==> config.mk <==
export PLATFORM = sky130hd
export DESIGN_NAME = ldpc_dvb_dec_vnode_min_sort
export DESIGN_NICKNAME = d
export VERILOG_FILES = /design/src/rtl/ldpc_dvb_dec_vnode_min_sort_pkg.sv /design/src/rtl/ldpc_dvb_dec_vnode_min_sort_acc.sv /design/src/rtl/ldpc_dvb_dec_vnode_min_sort.sv
export SDC_FILE = /design/constraint.sdc
export NUM_CORES = 1
export LEC_CHECK = 0
export BUFFER_PORTS_ARGS = -buffer_cell sky130_fd_sc_hd__buf_2
export CAP_MARGIN = 0
export CORE_MARGIN = 1.5
export CORE_UTILIZATION = 36
export DETAILED_ROUTE_END_ITERATION = 12
export RECOVER_POWER = 100
export SLEW_MARGIN = 30
export SYNTH_ARGS = -nofsm -noshare
export SYNTH_HDL_FRONTEND = slang
export SYNTH_SLANG_ARGS = --single-unit
==> constraint.sdc <==
create_clock -name iclk -period 4.6 [get_ports iclk]
set_clock_uncertainty 0.1 [all_clocks]
set_input_delay 0.92 -clock iclk [delete_from_list [all_inputs] [get_ports iclk]]
set_output_delay 0.92 -clock iclk [all_outputs]
set_load 0.01 [all_outputs]
==> src/rtl/ldpc_dvb_dec_vnode_min_sort_pkg.sv <==
`default_nettype none
//============================================================================
// Module      : ldpc_dvb_dec_vnode_min_sort_pkg
// Description : Shared types for the DVB-S2 LDPC decoder min-sum horizontal
//               step: vnode/cnode message types, the compressed vn_min
//               record, the saturated magnitude ceiling and a helper for
//               saturated absolute value.
// Contents    : pLLR_W, pNODE_W, pCNODE_W, pCOL_W widths
//               vnode_t, cnode_t, llr_t, vn_mag_t, vn_min_col_t, vn_min_t
//               MAXABS, VNODE_MIN, sat_abs()
// Revision    : 1.0 - initial release
//============================================================================
package ldpc_dvb_dec_vnode_min_sort_pkg;

  localparam int pLLR_W   = 4;
  localparam int pNODE_W  = 8;
  localparam int pCNODE_W = pNODE_W;
  localparam int pMAG_W   = pNODE_W - 1;
  // Column index width; comfortably covers the DVB-S2 check-node degrees.
  localparam int pCOL_W   = 5;

  typedef logic signed [pLLR_W-1:0]   llr_t;
  typedef logic signed [pNODE_W-1:0]  vnode_t;
  typedef logic signed [pCNODE_W-1:0] cnode_t;
  typedef logic        [pMAG_W-1:0]   vn_mag_t;
  typedef logic        [pCOL_W-1:0]   vn_min_col_t;

  // Packed MSB-first as {min1, min2, min1_col, prod_sign}.
  typedef struct packed {
    vn_mag_t     min1;
    vn_mag_t     min2;
    vn_min_col_t min1_col;
    logic        prod_sign;
  } vn_min_t;

  localparam vn_mag_t MAXABS    = {pMAG_W{1'b1}};
  localparam vnode_t  VNODE_MIN = {1'b1, {pMAG_W{1'b0}}};

  // |v| with the single unrepresentable magnitude (-2^(W-1)) clipped to MAXABS.
  function automatic vn_mag_t sat_abs(input vnode_t v);
    vnode_t w_neg;
    w_neg = -v;
    if (v == VNODE_MIN)
      return MAXABS;
    else if (v[pNODE_W-1])
      return w_neg[pMAG_W-1:0];
    else
      return v[pMAG_W-1:0];
  endfunction

endpackage
`default_nettype wire

==> src/rtl/ldpc_dvb_dec_vnode_min_sort_acc.sv <==
`default_nettype none
//============================================================================
// Module      : ldpc_dvb_dec_vnode_min_sort_acc
// Description : Per-row min1/min2/min1_col/prod_sign accumulator. Consumes
//               one pre-processed element (magnitude, sign, column) per
//               valid cycle and registers the finished record on eop.
// Ports       : iclk, ireset (async, active-high), iclkena (clock enable)
//               iclear      - synchronous flush of accumulator and result valid
//               ival/isop/ieop/imask - element qualifiers
//               iabs/isign/icol      - element magnitude, sign, column
//               ovn_min_val - one-cycle pulse, row result valid
//               ovn_min     - row result (holds until the next row ends)
// Revision    : 1.0 - initial release
//============================================================================
module ldpc_dvb_dec_vnode_min_sort_acc
  import ldpc_dvb_dec_vnode_min_sort_pkg::*;
(
  input  logic        iclk,
  input  logic        ireset,
  input  logic        iclkena,
  input  logic        iclear,
  input  logic        ival,
  input  logic        isop,
  input  logic        ieop,
  input  logic        imask,
  input  vn_mag_t     iabs,
  input  logic        isign,
  input  vn_min_col_t icol,
  output logic        ovn_min_val,
  output vn_min_t     ovn_min
);

  vn_min_t r_acc;
  vn_min_t r_vn_min;
  logic    r_vn_min_val;
  vn_min_t w_base;
  vn_min_t w_acc_nxt;

  // A sop element starts from {MAXABS, MAXABS, col, 0} and then runs the
  // ordinary update. This yields min1=abs/min1_col=col/prod_sign=sign for an
  // unmasked sop, and leaves the seed untouched for a masked sop. Strict '<'
  // sends ties with min1 into min2 and keeps the earliest min1_col.
  always_comb begin
    w_base    = r_acc;
    if (isop) begin
      w_base.min1      = MAXABS;
      w_base.min2      = MAXABS;
      w_base.min1_col  = icol;
      w_base.prod_sign = 1'b0;
    end
    w_acc_nxt = w_base;
    if (!imask) begin
      if (iabs < w_base.min1) begin
        w_acc_nxt.min2     = w_base.min1;
        w_acc_nxt.min1     = iabs;
        w_acc_nxt.min1_col = icol;
      end else if (iabs < w_base.min2) begin
        w_acc_nxt.min2     = iabs;
      end
      w_acc_nxt.prod_sign = w_base.prod_sign ^ isign;
    end
  end

  // The result register is loaded from the combinational next state so the
  // eop element is included without an extra cycle of latency.
  always_ff @(posedge iclk or posedge ireset) begin
    if (ireset) begin
      r_acc        <= '0;
      r_vn_min     <= '0;
      r_vn_min_val <= 1'b0;
    end else if (iclkena) begin
      if (iclear) begin
        r_acc        <= '0;
        r_vn_min_val <= 1'b0;
      end else begin
        if (ival)
          r_acc <= w_acc_nxt;
        r_vn_min_val <= ival & ieop;
        if (ival & ieop)
          r_vn_min <= w_acc_nxt;
      end
    end
  end

  assign ovn_min_val = r_vn_min_val;
  assign ovn_min     = r_vn_min;

endmodule
`default_nettype wire

==> src/rtl/ldpc_dvb_dec_vnode_min_sort.sv <==
`default_nettype none
//============================================================================
// Module      : ldpc_dvb_dec_vnode_min_sort
// Description : Min-sum check-node compressor for the DVB-S2 LDPC decoder
//               horizontal step. Reduces the serial vnode->cnode message
//               stream of one row to {min1, min2, min1_col, prod_sign} and
//               emits a per-element sign stream for the restore stage.
// Ports       : iclk, ireset (async, active-high), iclkena (clock enable)
//               istart        - iteration start, synchronous flush
//               ival/isop/ieop - element valid, first/last of row
//               ivnode        - signed vnode message
//               ivnode_mask   - exclude element from min/sign
//               icnode_ctx    - row context, sampled with isop
//               osign_val/osign - per-element sign, 1 cycle after ival
//               ovn_min_val/ovn_min - row result, 2 cycles after eop
//               ocnode_ctx    - context of the finished row
// Revision    : 1.0 - initial release
//============================================================================
module ldpc_dvb_dec_vnode_min_sort
  import ldpc_dvb_dec_vnode_min_sort_pkg::*;
#(
  parameter int pCTX_W = 8
) (
  input  logic              iclk,
  input  logic              ireset,
  input  logic              iclkena,
  input  logic              istart,
  input  logic              ival,
  input  logic              isop,
  input  logic              ieop,
  input  vnode_t            ivnode,
  input  logic              ivnode_mask,
  input  logic [pCTX_W-1:0] icnode_ctx,
  output logic              osign_val,
  output logic              osign,
  output logic              ovn_min_val,
  output vn_min_t           ovn_min,
  output logic [pCTX_W-1:0] ocnode_ctx
);

  //--------------------------------------------------------------------------
  // Stage 1: magnitude, masked sign, column index
  //--------------------------------------------------------------------------
  vn_min_col_t       r_cnt;
  logic              r_s1_val;
  logic              r_s1_sop;
  logic              r_s1_eop;
  logic              r_s1_mask;
  vn_mag_t           r_s1_abs;
  logic              r_s1_sign;
  vn_min_col_t       r_s1_col;
  logic [pCTX_W-1:0] r_s1_ctx;
  logic [pCTX_W-1:0] r_ctx_out;

  vn_min_col_t       w_col;
  vn_mag_t           w_abs;
  logic              w_sign;

  // istart flushes the counter in the same cycle, so an element arriving
  // together with istart is indexed as column 0 even without isop.
  assign w_col  = (isop | istart) ? '0 : r_cnt;
  assign w_abs  = sat_abs(ivnode);
  assign w_sign = ivnode[pNODE_W-1] & ~ivnode_mask;

  always_ff @(posedge iclk or posedge ireset) begin
    if (ireset) begin
      r_cnt     <= '0;
      r_s1_val  <= 1'b0;
      r_s1_sop  <= 1'b0;
      r_s1_eop  <= 1'b0;
      r_s1_mask <= 1'b0;
      r_s1_abs  <= '0;
      r_s1_sign <= 1'b0;
      r_s1_col  <= '0;
      r_s1_ctx  <= '0;
    end else if (iclkena) begin
      // An element sampled with istart is the first of the new iteration,
      // so the valid simply follows ival; the stale stage-1 element is
      // dropped by the accumulator clear below.
      r_s1_val <= ival;
      if (ival) begin
        r_s1_sop  <= isop;
        r_s1_eop  <= ieop;
        r_s1_mask <= ivnode_mask;
        r_s1_abs  <= w_abs;
        r_s1_sign <= w_sign;
        r_s1_col  <= w_col;
        r_cnt     <= w_col + vn_min_col_t'(1);
        if (isop)
          r_s1_ctx <= icnode_ctx;
      end else if (istart) begin
        r_cnt <= '0;
      end
    end
  end

  assign osign_val = r_s1_val;
  assign osign     = r_s1_sign;

  //--------------------------------------------------------------------------
  // Stage 2: accumulator and row result
  //--------------------------------------------------------------------------
  ldpc_dvb_dec_vnode_min_sort_acc u_acc (
    .iclk        (iclk),
    .ireset      (ireset),
    .iclkena     (iclkena),
    .iclear      (istart),
    .ival        (r_s1_val),
    .isop        (r_s1_sop),
    .ieop        (r_s1_eop),
    .imask       (r_s1_mask),
    .iabs        (r_s1_abs),
    .isign       (r_s1_sign),
    .icol        (r_s1_col),
    .ovn_min_val (ovn_min_val),
    .ovn_min     (ovn_min)
  );

  // When a row's eop sits in stage 1 the next row's sop has not yet reached
  // stage 1, so r_s1_ctx still holds this row's context.
  always_ff @(posedge iclk or posedge ireset) begin
    if (ireset) begin
      r_ctx_out <= '0;
    end else if (iclkena) begin
      if (r_s1_val & r_s1_eop & ~istart)
        r_ctx_out <= r_s1_ctx;
    end
  end

  assign ocnode_ctx = r_ctx_out;

endmodule
`default_nettype wire

* Word-level counts from Yosys, hierarchy flattened
Index checks and enable logic that the tools add are counted.
** Operators by class
- $add $sub $neg :: 2
- Multiply operators :: 0
- Divide/modulo/power cells :: 0
- Order comparisons :: 2
- Equal/unequal tests :: 1
- Shift-type cells :: 0
- Mux-type cells :: 14
- Bitwise operators :: 7
- Reductions and logical operators :: 8
** Operator list (count)
- $mux 20 :: 4
- $mux 7 :: 5
- $mux 5 :: 4
- $lt 7x7->1 :: 2
- $eq 8x8->1 const B :: 1
- $reduce_and 2->1 :: 4
- $neg 7->7 :: 1
- $reduce_and 3->1 :: 2
- $add 5x1->5 const B :: 1
- $reduce_bool 2->1 :: 2
- $and 1x1->1 :: 3
- $not 1->1 :: 2
- $mux 1 :: 1
- $or 1x1->1 :: 1
- $xor 1x1->1 :: 1
** Storage, ports and cells
- Register bits :: 79
- Latch bits :: 0
- RAM bits :: 0
- Bits in read-only memories :: 0
- Word-level logic and storage cells :: 53
- Memories kept :: 0

* Logic depth before layout (Yosys ltp)
Gate-level depths: netlist of run 1.
- Depth after elaboration :: 7
- Gate-level depth with buffers :: 12

* By module
Synthesis of run 1 repeated with hierarchy kept, for this count alone.
** Unflattened totals
- Cells, all modules :: 403
- Area total of the unflattened synthesis :: 4091.4 um^2
** By module, submodules not included
- ldpc_dvb_dec_vnode_min_sort_acc :: instances 1, cells an instance 257, area each 2393.5 um^2, seq. area each 1026.0 um^2
- ldpc_dvb_dec_vnode_min_sort :: instances 1, cells an instance 146, area each 1697.9 um^2, seq. area each 950.9 um^2

* Worst setup path before layout of run 1
OpenSTA, ideal clock, no wires.
- Path kind :: reg2reg
- Start point :: reg r_s1_sop
- End point :: reg u_acc.r_vn_min, in the netlist u_acc.ovn_min[11]
- Library setup time :: 0.126 ns
- Data arrival time :: 2.429 ns
- Setup slack :: 1.945 ns
- Stages on the path, launching flop included :: 13
- Period minus slack after synthesis :: 2.655 ns
- Cells stage by stage :: dfrtp_1 > buf_6 > buf_2 > buf_1 > nor2_1 > ha_1 > a211o_1 > a31o_1 > a21o_1 > o22ai_2 > buf_6 > nor3_2 > a221o_1
** Between the ends
- Longest elaborated chain between the ends :: 5
- Elaborated cells between the ends (all ways) :: 6
** Ends and longest elaborated chain
- from (decl) :: line ldpc_dvb_dec_vnode_min_sort.sv:46 : logic r_s1_sop;
- from (signal assigned) :: line ldpc_dvb_dec_vnode_min_sort.sv:82 : r_s1_sop <= isop;
- $mux 20 * :: line ldpc_dvb_dec_vnode_min_sort_acc.sv:45 : if (isop) begin
- $lt 7x7->1 :: line ldpc_dvb_dec_vnode_min_sort_acc.sv:57 : end else if (iabs < w_base.min2) begin
- $mux 7 :: line ldpc_dvb_dec_vnode_min_sort_acc.sv:57
- $mux 7 :: line ldpc_dvb_dec_vnode_min_sort_acc.sv:53 : if (iabs < w_base.min1) begin
- $mux 20 * :: line ldpc_dvb_dec_vnode_min_sort_acc.sv:52 : if (!imask) begin
- to (signal assigned) :: line ldpc_dvb_dec_vnode_min_sort_acc.sv:80 : r_vn_min <= w_acc_nxt;
- to (decl) :: line ldpc_dvb_dec_vnode_min_sort_acc.sv:34 : vn_min_t r_vn_min;
Mark *: on every way between the ends. The rest lies on a longest branch, timed or not.
A chain may end at the register's enable or synchronous reset.

* Worst setup path in the final report of run 1
- Start point :: reg r_s1_sop
- End point :: reg u_acc.r_acc[6] (netlist bit)
** Between the ends
- Longest elaborated chain between the ends :: 7
- Elaborated cells between the ends (all ways) :: 8
** Ends and longest elaborated chain
- $mux 20 * :: line ldpc_dvb_dec_vnode_min_sort_acc.sv:45
- $lt 7x7->1 :: line ldpc_dvb_dec_vnode_min_sort_acc.sv:57
- $mux 7 :: line ldpc_dvb_dec_vnode_min_sort_acc.sv:57
- $mux 7 :: line ldpc_dvb_dec_vnode_min_sort_acc.sv:53
- $mux 20 * :: line ldpc_dvb_dec_vnode_min_sort_acc.sv:52
- $mux 20 * :: line ldpc_dvb_dec_vnode_min_sort_acc.sv:76 : if (ival)
- $mux 20 * :: line ldpc_dvb_dec_vnode_min_sort_acc.sv:72 : if (iclear) begin
- to (signal assigned) :: line ldpc_dvb_dec_vnode_min_sort_acc.sv:77 : r_acc <= w_acc_nxt;
- to (decl) :: line ldpc_dvb_dec_vnode_min_sort_acc.sv:33 : vn_min_t r_acc;
Mark *: on every way between the ends. The rest lies on a longest branch, timed or not. The select of a mux whose other input is x is not followed.

==> metrics.csv, run 1 <==
stage;metric;value;unit
placed_design;dp_slack;1.17;ns
logic_synthesis;synth-main-ff-cell;dfrtp_1;
timing;drv_slew;45;
timing;rsz0062_at_grt;no;
placed_design;dp_cells;581;
detailed_routing;first_pass_iters;4;
global_routing;grt.total_usage;16.3;%
timing;hold_viol_final;0;
logic_synthesis;synth_top_cell_by_area;dfrtp_1;
cts;cts_tree;built;
timing;layout_worst_path_cycle_share;74.1;%
outcome;run_status;finished with violations;
floorplan;ios;55;
critical_path;max_stage_delay;0.96;ns
floorplan;core_area;10800;um2
logic_synthesis;syn_area;3990;um2
power;powerDensity;464;nW/um2
critical_path;required;4.77;ns
cells_and_area;fillers;1071;
timing;relSlewSlack;-31.5;%
cells_and_area;insertedDiodeCount;0;
global_routing;grt_pass1_vias;2973;
logic_synthesis;synth_area_leaders;dfrtp_1 50%, nand2_1 6.1%, ha_1 4.4%;
detailed_routing;via_count;3117;
critical_path;crit_chain;nor2_1 -> ha_1 -> a211o_1 -> a31o_1 -> a21o_1 -> o22ai_2 -> o21ai_0 -> o21ai_0;
timing;setup_violations;0;
placed_design;hpwlAfterDp;6410;um
cts;root_buffer;clkbuf_8;
detailed_routing;vias_per_cell;5.22;
floorplan;row_count;38;
cells_and_area;drive_gt1_share;12.7;%
critical_path;critPathSlowestCell;dfrtp_1;
cts;ctsResizeCount;0;
cts;clk_pin_slew;0.09;ns
critical_path;cp-start-kind;flip-flop;
cells_and_area;final_common_cell;dfrtp_1;
timing;max_clock_freq;293;MHz
critical_path;crit_path_end_kind;flip-flop;
cts;cts-buffers-inserted;9;
logic_synthesis;synth_seq_area_share;49.6;%
floorplan;die_h;108;um
cells_and_area;final_core_util;41.4;%
outcome;violations;capacitance limit, slew limit;
cts;h-tree-depth;3;
placed_design;numPortBuffers;54;
global_routing;grt_pass1_wl;14700;um
critical_path;worstPathArrival;3.58;ns
cells_and_area;seq_area;1980;um2
cts;clkLatencyLatePin;0.35;ns
logic_synthesis;synth.distinct_cells;54;
placed_design;gp_congestion;0.885;
logic_synthesis;syn-num-nets;442;
logic_synthesis;yosysWarnings;0;
power;ir_worst_vdd;0.182;mV
min_path;min_path_type;reg -> reg;
logic_synthesis;postSynthCellCount;404;
timing;finalWorstSetupSlack;1.19;ns
global_routing;antenna_found_initial;0;
job;maxCapViolCount;2;
power;p_leak;0.00207;uW
floorplan;start_util;36.9;%
detailed_routing;dr.first_iter.drc_count;217;
cts;cts.path.max_buffers;2;
critical_path;worstSetupPathType;reg -> reg;
detailed_routing;drc;0;
critical_path;crit_family;compound AO/OA/AOI/OAI gates;
cts;ctsHoldBuffers;0;
critical_path;path_buf_inv;0;
detailed_routing;wirelength;8960;um
critical_path;cpMostUsedCell;o21ai_0;
timing;period_needed;3.41;ns
global_routing;grt_overflow;0;
detailed_routing;avgRoutedWirePerCell;15.0;um
floorplan;die_x;108;um
global_routing;grt_max_degree;47;
critical_path;crit_path_max_fanout;29;
logic_synthesis;synth.top_cell.area_share;49.6;%
timing;tns;0;ns
logic_synthesis;synth_edf_count;0;
logic_synthesis;syn_area_per_cell;9.86;um2
cells_and_area;finalNetCount;490;
floorplan;die_area;11700;um2
logic_synthesis;async_flop_share;100;%
cts;clock-sinks;79;
cts;post_cts_buffers;0;
detailed_routing;detail-route-antenna-nets;0;
timing;tightestPinTransition;1.96;ns
cells_and_area;multi_input_area;1870;um2
cells_and_area;fin_cells;597;
cells_and_area;final_cell_mix;79 x dfrtp_1, 66 x nand2_1, 41 x nor2_1;
logic_synthesis;yosys_register_bits;79;
cells_and_area;area_delta_synth_final;12.1;%
cells by family (layout without fill, tap and decap cells):
kind of cell | Yosys count | count (layout) | synth area share, %
AO/OA/AOI/OAI | 106 | 106 | 19.1
XOR/XNOR | 5 | 5 | 1.10
adder cells (fa/ha/maj) | 14 | 14 | 4.40
buffers and inverters | 25 | 78 | 2.86
flip-flops | 79 | 79 | 49.6
multiplexers | 18 | 18 | 4.80
AND/OR/NAND/NOR | 157 | 157 | 18.1
report_power, final:
part | leakage (uW) | internal (uW) | total (uW) | switching [uW]
Clock | 0.0000870 | 202 | 479 | 277
Combinational | 0.000967 | 250 | 635 | 386
Sequential | 0.00101 | 839 | 955 | 116
Total | 0.00207 | 1290 | 2070 | 779
flip-flops by register name, indices dropped and copies added, names as in the netlist, 5 cells and up:
signal and count:
u_acc.ovn_min 20, r_cnt 5, r_s1_ctx 8, r_s1_col 5, u_acc.r_acc 20, r_s1_abs 7
ocnode_ctx 8
synthesized netlist by cell type, drive strengths merged (3+ instances only):
cell / n
buf: 7
or3: 3
a211o: 6
a21o: 9
nor2: 41
nand3: 6
nand2: 66
o22ai: 3
a22o: 10
nor2b: 3
mux2: 9
a221o: 3
o21ai: 22
and2: 9
xor2: 3
nor3: 16
o2bb2ai: 7
dfrtp: 79
a211oi: 4
o31ai: 8
inv: 7
ha: 14
nor4: 4
or2: 3
a21oi: 20
mux2i: 9
clkbuf: 11
layer usage:
metal,GRT usage [%],part of all wire [%]
met4,5.17,1.4
met5,0,0
met2,25.9,46
met3,3.38,3.4
met1,22.4,49
worst register-to-register path: stages (launching register included):
cell and delay [ns]:
dfrtp_1 0.96, nor2_1 0.24, ha_1 0.36, a211o_1 0.29, a31o_1 0.21, a21o_1 0.22, o22ai_2 0.46, o21ai_0 0.26
o21ai_0 0.23
worst paths after layout:
check	startpoint	to	slack, ns	depth (start not counted)
worst min-delay path	r_s1_ctx[5]	ocnode_ctx[5]	0.37	2
min in group asynchronous	ireset	u_acc.ovn_min_val	0.95	2
max in group asynchronous	ireset	u_acc.ovn_min[12]	2.25	3
worst max-delay path	r_s1_sop	u_acc.r_acc[6]	1.19	8
worst min register to register	r_s1_ctx[5]	ocnode_ctx[5]	0.37	2
worst max register to register	r_s1_sop	u_acc.r_acc[6]	1.19	8
metrics by stage:
step | hold slack [ns] | instance area (um2) | power, uW
2_1_floorplan | 0.333 | 3990 | 1420
5_1_grt | 0.391 | 4470 | 2220
3_3_place_gp | 0.342 | 4350 | 1620
6_report | 0.368 | 4470 | 2070
3_5_place_dp | 0.347 | 4350 | 1640
4_1_cts | 0.371 | 4530 | 2120
final cells by class:
class	count	area share, %
multi-input cells	300	41.9
well taps	140	3.92
flip-flops and latches	79	44.3
clock buffers	9	2.77
clock inverters	7	1.23
repair buffers	55	5.30
inverters	7	0.616
(Power assumes the default switching activity.)
==> inputs of run 2 (changes only) <==
==> constraint.sdc (replaced) <==
create_clock -name iclk -period 3.4 [get_ports iclk]
set_clock_uncertainty 0.1 [all_clocks]
set_input_delay 0.68 -clock iclk [delete_from_list [all_inputs] [get_ports iclk]]
set_output_delay 0.68 -clock iclk [all_outputs]
set_load 0.01 [all_outputs]
==> run 2 against run 1 <==
The flow still finishes with violations (capacitance limit, slew limit). Count of clock-buffer cells in the layout is the same. Cell count grew 0.67%. Critical path depth grew 1. Largest power group unchanged. Power grew 39%. Combinational power grew 40%. Global-route usage grew 0.73 points. Worst hold slack gained 0.0073 ns. Worst setup slack lost 0.84 ns.
==> metrics.csv, run 2 (synthesis gave the netlist of run 1 again) <==
stage;metric;value;unit;change
outcome;violations;capacitance limit, slew limit;;
timing;finalWorstSetupSlack;0.353;ns;-0.837 ns
critical_path;worstPathArrival;3.15;ns;-0.43 ns
min_path;worst_hold_startpoint;r_s1_ctx[6];;
timing;max_clock_freq;328;MHz;+12%
critical_path;crit_path_end_kind;flip-flop;;
critical_path;worstSetupPathType;reg -> reg;;
timing;tightestPinTransition;1.72;ns;-0.242 ns
cts;clock-sinks;79;;unchanged
power;pwr-share-seq;44.5;%;-1.6 points
global_routing;grt_pass1_vias;3067;;+3.2%
detailed_routing;first_pass_iters;4;;unchanged
min_path;min_to;ocnode_ctx[6];;
cts;h-tree-depth;3;;unchanged
cts;post_cts_buffers;0;;unchanged
detailed_routing;drc;0;;unchanged
floorplan;row_count;38;;unchanged
cts;cts_tree;built;;
power;ir_worst_vdd;0.189;mV;+4.1%
timing;hold_viol_final;0;;unchanged
placed_design;dp_slack;0.435;ns;-0.730 ns
placed_design;hpwlAfterDp;6720;um;+4.9%
cells_and_area;final_common_cell;dfrtp_1;;
power;clock_power_share;24.8;%;+1.6 points
outcome;run_status;finished with violations;;
global_routing;grt_overflow;0;;unchanged
critical_path;max_stage_delay;0.59;ns;-0.37 ns
critical_path;crit_path_max_fanout;18;;-38%
cells_and_area;final_cell_mix;79 x dfrtp_1, 66 x nand2_1, 40 x nor2_1;;
cts;clkLatencyLatePin;0.36;ns;about the same
power;powerDensity;639;nW/um2;+38%
cells_and_area;area_delta_synth_final;13.3;%;
critical_path;worstSetupStartpoint;r_s1_sop;;
cells_and_area;drive_gt1_share;13.0;%;+0.32 points
timing;tns;0;ns;unchanged
detailed_routing;dr.first_iter.drc_count;173;;-20%
critical_path;required;3.51;ns;-1.26 ns
floorplan;ios;55;;unchanged
global_routing;grt_max_degree;42;;-11%
min_path;worstHoldPathCells;2;;unchanged
cts;clk_pin_slew;0.09;ns;about the same
critical_path;r2r_cells;9;;+1
detailed_routing;avgRoutedWirePerCell;15.5;um;+2.9%
critical_path;cp-start-kind;flip-flop;;
critical_path;ff2ff_setup_slack;0.35;ns;-0.84 ns
cells_and_area;finalNetCount;494;;+0.82%
timing;period_needed;3.05;ns;-0.363 ns
floorplan;die_x;108;um;unchanged
global_routing;grt_pass1_wl;15300;um;+4.0%
timing;rsz0062_at_grt;no;;
detailed_routing;vias_per_cell;5.24;;+0.39%
power;internal_power;1830;uW;+42%
timing;layout_worst_path_cycle_share;89.6;%;+15 points
detailed_routing;detail-route-antenna-nets;0;;unchanged
detailed_routing;via_count;3150;;+1.1%
cts;root_buffer;clkbuf_8;;
critical_path;r2r_end;u_acc.r_acc[14];;
floorplan;die_h;108;um;unchanged
job;maxCapViolCount;1;;-1
detailed_routing;wirelength;9290;um;+3.6%
critical_path;crit_chain;buf_4 -> nor2_1 -> ha_1 -> nand3_1 -> a21boi_0 -> nor3_1 -> nand2_1 -> a21o_1 -> o2bb2ai_1;;
placed_design;gp_congestion;0.857;;-3.1%
min_path;min_path_type;reg -> reg;;
global_routing;antenna_found_initial;0;;unchanged
cells_and_area;final_core_util;41.8;%;+0.45 points
placed_design;numPortBuffers;54;;unchanged
floorplan;die_area;11700;um2;unchanged
critical_path;crit_family;simple AND/OR/NAND/NOR gates;;
power;combPwrFrac;30.7;%;about the same
timing;setup_violations;0;;unchanged
cts;cts-buffers-inserted;9;;unchanged
power;finalPower;2880;uW;+39%
timing;relSlewSlack;-15.2;%;+16 points
power;p_leak;0.00209;uW;+0.99%
cts;ctsHoldBuffers;0;;unchanged
cells_and_area;insertedDiodeCount;0;;unchanged
floorplan;start_util;36.9;%;unchanged
cts;ctsResizeCount;0;;unchanged
power;swShare;36.6;%;-0.98 points
floorplan;core_area;10800;um2;unchanged
global_routing;grt.total_usage;17.0;%;+0.73 points
critical_path;path_buf_inv;1;;+1
critical_path;timing.rr.start;r_s1_sop;;
critical_path;critPathSlowestCell;dfrtp_1;;
power;p_switching;1060;uW;+36%
cts;cts.path.max_buffers;2;;unchanged
timing;drv_slew;40;;-11%
## run 2: cell types whose count changed in the layout (fill, tap and decap cells not counted), sizes merged
cell      before  now
buf           22   24
clkbuf        42   44
bufinv         0    1
clkinv         1    0
clkinvlp       3    4
inv           10    9
## run 2: layer usage
layer  up-vias  share of wire [%]  GRT usage (%)  wire length [um]
met3        12                3.0           4.28               281
met5         -                  0              0                 0
li1       1559                  -              -                 -
met2        56                 47           25.8              4340
met1      1523                 48           23.4              4500
met4         0                1.7           6.67               162
## run 2: worst max path at each step
stage / to / slack, ns / cells after the start
final: u_acc.r_acc[14] / 0.35 / 9
after global routing: u_acc.r_acc[14] / 0.14 / 9
after floorplan: ocnode_ctx[0] / 0.60 / 1
after detailed placement: u_acc.r_acc[10] / 0.43 / 8
after global placement: u_acc.r_acc[10] / 0.58 / 9
after CTS: u_acc.r_acc[10] / 0.41 / 8
## run 2: per-stage QoR
| step | hold slack [ns] | std cells | instance area (um2) |
|---|---|---|---|
| 3_3_place_gp | 0.343 | 585 | 4390 |
| 2_1_floorplan | 0.333 | 404 | 3990 |
| 4_1_cts | 0.319 | 601 | 4600 |
| 3_5_place_dp | 0.349 | 585 | 4390 |
| 5_1_grt | 0.395 | 601 | 4510 |
| 6_report | 0.375 | 601 | 4510 |
## run 2: area by class of cell
type                    count  area, um2
clock buffers               9        124
clock inverters             7       78.8
fillers                  1098       6280
inverters                   7       27.5
multi-input cells         300       1870
flip-flops and latches     79       1980
well taps                 140        175
repair buffers             59        263
## run 2: worst register-to-register path: stages (launching register included)
cell and delay, ns:
dfrtp_1 0.59, buf_4 0.32, nor2_1 0.10, ha_1 0.29
nand3_1 0.07, a21boi_0 0.14, nor3_1 0.46, nand2_1 0.32
a21o_1 0.35, o2bb2ai_1 0.17
## run 2: power by group through the flow
stage	Combinational (uW)	Sequential (uW)	Clock [uW]
finish	886	1280	714
global route	1000	1310	779
CTS	940	1280	739
detailed placement	938	1300	0
global placement	914	1300	0
floorplan	607	1320	0
